## src/rtl/bounce_multi.sv

```systemverilog
// bounce_multi: per-channel run-length debouncer with registered rise/fall strobes and a settled flag.
// Each channel only updates its output after THRESH consecutive equal enabled samples.
module bounce_multi #(
    parameter int CHANNELS = 4,
    parameter int THRESH   = 8,
    parameter bit INIT     = 1'b0
) (
    input  logic                clk,
    input  logic                rst,
    input  logic                enable,
    input  logic [CHANNELS-1:0] line,
    output logic [CHANNELS-1:0] debounced,
    output logic [CHANNELS-1:0] rise,
    output logic [CHANNELS-1:0] fall,
    output logic [CHANNELS-1:0] settled
);
    localparam int CNT_W = $clog2(THRESH + 1);
    localparam logic [CNT_W-1:0] FULL = CNT_W'(THRESH);

    if (THRESH < 1 || THRESH > 255) begin : g_bad_thresh
        $error("bounce_multi: THRESH must be in 1..255");
    end

    genvar c;
    for (c = 0; c < CHANNELS; c++) begin : g_ch
        logic             val, deb, r, f, s, restart, hit;
        logic [CNT_W-1:0] cnt, n;
        assign restart = (cnt == '0) || (line[c] != val);
        // n is the run length this sample produces; it saturates so a long run keeps hitting
        assign n       = restart ? CNT_W'(1) : (cnt == FULL ? cnt : cnt + CNT_W'(1));
        assign hit     = (n == FULL);
        always_ff @(posedge clk or posedge rst) begin
            if (rst) begin
                val <= INIT;
                cnt <= '0;
                deb <= INIT;
                r   <= 1'b0;
                f   <= 1'b0;
                s   <= 1'b0;
            end else if (enable) begin
                val <= line[c];
                cnt <= n;
                r   <= hit && line[c] && !deb;
                f   <= hit && !line[c] && deb;
                if (hit) begin
                    deb <= line[c];
                    s   <= 1'b1;
                end
            end else begin
                cnt <= '0;
                r   <= 1'b0;
                f   <= 1'b0;
                s   <= 1'b0;
            end
        end
        assign debounced[c] = deb;
        assign rise[c]      = r;
        assign fall[c]      = f;
        assign settled[c]   = s;
    end
endmodule

```

## config.mk

```make
export PLATFORM = sky130hd
export DESIGN_NAME = bounce_multi
export DESIGN_NICKNAME = d
export VERILOG_FILES = /design/src/rtl/bounce_multi.sv
export SDC_FILE = /design/constraint.sdc
export NUM_CORES = 1
export LEC_CHECK = 0
export ABC_CLOCK_PERIOD_IN_PS = 3500
export CAP_MARGIN = 5
export CORE_UTILIZATION = 23
export CTS_CLUSTER_SIZE = 12
export DETAILED_ROUTE_END_ITERATION = 7
export PLACE_DENSITY_LB_ADDON = 0.15
export SLEW_MARGIN = 20
export SYNTH_ARGS = -nofsm -noshare
export SYNTH_HDL_FRONTEND = slang
export SYNTH_SLANG_ARGS = --single-unit
```

## constraint.sdc

```tcl
create_clock -name clk -period 3.5 [get_ports clk]
set_input_delay 0.525 -clock clk [delete_from_list [all_inputs] [get_ports clk]]
set_output_delay 0.525 -clock clk [all_outputs]
set_load 0.02 [all_outputs]
```

==> out/metrics.cfg <==
[timing]
setup_viol = 0
worst_pin_slew_ps = 465.1
holdWs_ps = 477.5
layout_setup_ws_ps = 1302
rsz0062_at_grt = no
slew_viol_final = 0
fin_setup_tns_ps = 0
fin_skew_ps = 7.734
clock.fmax_mhz = 455.0
slew-limit-headroom_pct = 68.99
min_period_over_period_pct = 62.79
hold_viol = 0
post-route-min-period_ps = 2198

[routing]
viasPerCell = 4.062
dr_total_vias = 1186
drtIter0Drc = 29
dr.pass1.iters = 4
ant_nets = 0
wl_per_cell_um = 10.85
drt_wl_total_mm = 3.168
drc = 0

[yosys]
synth.most_common_cell = dfrtp_1
synth_warnings = 0
synth_area_mm2 = 0.001873
synth.distinct_cells = 39
yosys.area.top_type = dfrtp_1
ys.flop_type = dfrtp_1
synth.top_cells.by_count = dfrtp_1 (36), nor2_1 (18), buf_4 (16), inv_1 (14), nor3b_1 (9)
syn_inst = 175
async_flop_share_pct = 100.0
syn_avg_cell_area_um2 = 10.70
synth_edf_count = 0
synth.top_cell.area_share_pct = 48.10
synth.area.top_cells = dfrtp_1 (48%), buf_4 (6.4%), ha_1 (5.3%), nor2_1 (3.6%), nor3b_1 (3.6%)
ys_ff_latch = 36
ys_seq_area_share_pct = 48.10
syn_nets = 190

[cells_and_area]
area_growth_pct = 18.50
final_cell_area_mm2 = 0.002220
fill_cells = 818
drive_above_1_share_pct = 11.05
final_nets = 204
fin_util_pct = 28.43
seqCellArea_um2 = 900.9
multiInputGateArea_um2 = 788.3
diodes = 0

[global_route]
antenna_found_initial = 0
grt_pass1_wl_mm = 5.630
grt_max_degree = 37
grt-ovfl-total = 0
grt_pass1_vias = 1174
top_usage_layer = met2
met1_usage_pct = 10.89
grtUsageMet3_pct = 2.736
use_met2_pct = 13.06
grt_usage_pct = 8.478

[power]
max-vdd-ir-drop_mv = 0.1723
power_leakage_nw = 0.9949
powerDensity_mw_per_mm2 = 402.6

[place]
port_buffers = 22
gp_congestion = 0.7055
postPlaceCellArea_mm2 = 0.002112
pre_cts_ws_ps = 976.9
dpl.hpwl_mm = 2.266

[setup_path]
crit_required_ps = 3670
r2r-start = g_ch[0].cnt[0]
cp-end-kind = register
cp.arrival_ps = 2360
cp-start-kind = input port
critical_path_class = in -> reg
cp_max_fo = 12
startpoint = enable
worstRegToRegCells = 7
reg2reg_slack_ps = 1490
r2r-end = g_ch[0].deb

[die]
core_mm2 = 0.007807
die_h_um = 92.24
dieArea_mm2 = 0.008508
rows = 32
io_pins = 23
start_util_pct = 23.99
die_x_um = 92.24

[worst_hold_path]
hp-class = reg -> reg
min_path_cells = 1
holdPathEnd = g_ch[3].r
min-delay-start = g_ch[3].deb

[clocking]
root_buffer = clkbuf_8
insertion_delay_ps = 280
clk_pin_slew_worst_paths_ps = 70
hold_buffers = 0
ctsResizeCount = 0
cts_setup_buffers = 0
cts_buffer_depth = 2
cts_sinks = 36
htreeDepth = 2
cts_tree = yes
cts_made_buffers = 5

[run]
maxCapViolCount = 0

[outcome]
outcome = complete, no violations

## worst max-delay path by stage
stage	to	slack (ps)
floorplan	g_ch[2].deb	1670
global placement	g_ch[2].deb	1000
detailed placement	g_ch[2].deb	980
CTS	g_ch[2].deb	1280
global route	g_ch[2].deb	1230
finish	g_ch[2].deb	1300
## placed cells by master, fill, tap and decap left out, drive strengths merged
cell / count
a21o: 1
o21bai: 1
a211oi: 2
buf: 2
ha: 8
nor4: 1
nand3: 5
bufinv: 1
xnor2: 5
or2: 1
and2: 2
o211ai: 2
a211o: 1
dfrtp: 36
a21boi: 1
or3: 1
nor4bb: 1
a21oi: 6
clkinv: 1
clkdlybuf4s50: 22
nor3b: 9
mux2i: 3
o211a: 1
nor2: 18
nor3: 3
nor4b: 1
mux2: 7
nand2b: 8
o21ai: 2
inv: 16
nand2: 6
xor2: 4
and4bb: 1
nor2b: 3
clkbuf: 6
o21a: 1
o2bb2ai: 1
## per-layer routing
| layer | vias up | routed length [um] |
|---|---|---|
| li1 | 596 | - |
| met1 | 562 | 1518 |
| met2 | 22 | 1454 |
| met3 | 6 | 144 |
| met4 | 0 | 51 |
| met5 | - | 0 |
## metrics by stage
stage,std cells,total power [mW]
floorplan,175,0.5119
global placement,284,0.5421
detailed placement,284,0.5406
CTS,292,0.9150
global route,292,0.9398
finish,292,0.8937
## worst max-delay path, stage by stage
cell	delay, ps
clkdlybuf4s50_1	450
buf_4	180
inv_2	110
or2_4	270
nand2b_4	140
or3_4	390
mux2_4	300
## cell families after synthesis
logic type | after synthesis | share of synthesized area [%]
AO/OA/AOI/OAI | 19 | 6.814
XOR/XNOR | 9 | 5.210
adder cells (fa/ha/maj) | 8 | 5.344
buffers and inverters | 33 | 9.820
AND/OR/NAND/NOR | 60 | 18.70
multiplexers | 10 | 6.012
flip-flops | 36 | 48.10
## area by class of cell
| cell class | count | share of cell area, % |
|---|---|---|
| Clock buffer | 6 | 3.269 |
| Clock inverter | 2 | 1.578 |
| Inverter | 16 | 2.706 |
| Multi-Input combinational cell | 106 | 35.51 |
| Sequential cell | 36 | 40.59 |
| Tap cell | 102 | 5.750 |
| Timing Repair Buffer | 24 | 10.60 |
## flip-flops by register name (all words and copies together), names as in the netlist
register  flops
g_ch.cnt     16
g_ch.deb      4
g_ch.f        4
g_ch.r        4
g_ch.s        4
g_ch.val      4
## power by group
part / switching [mW] / internal (mW) / leakage, nW / total [mW]
clock: 0.152 / 0.212 / 0.0552 / 0.363
sequential: 0.0112 / 0.427 / 0.485 / 0.438
combinational: 0.0498 / 0.0422 / 0.455 / 0.0920
No activity file was read; power rests on OpenSTA's default activity.
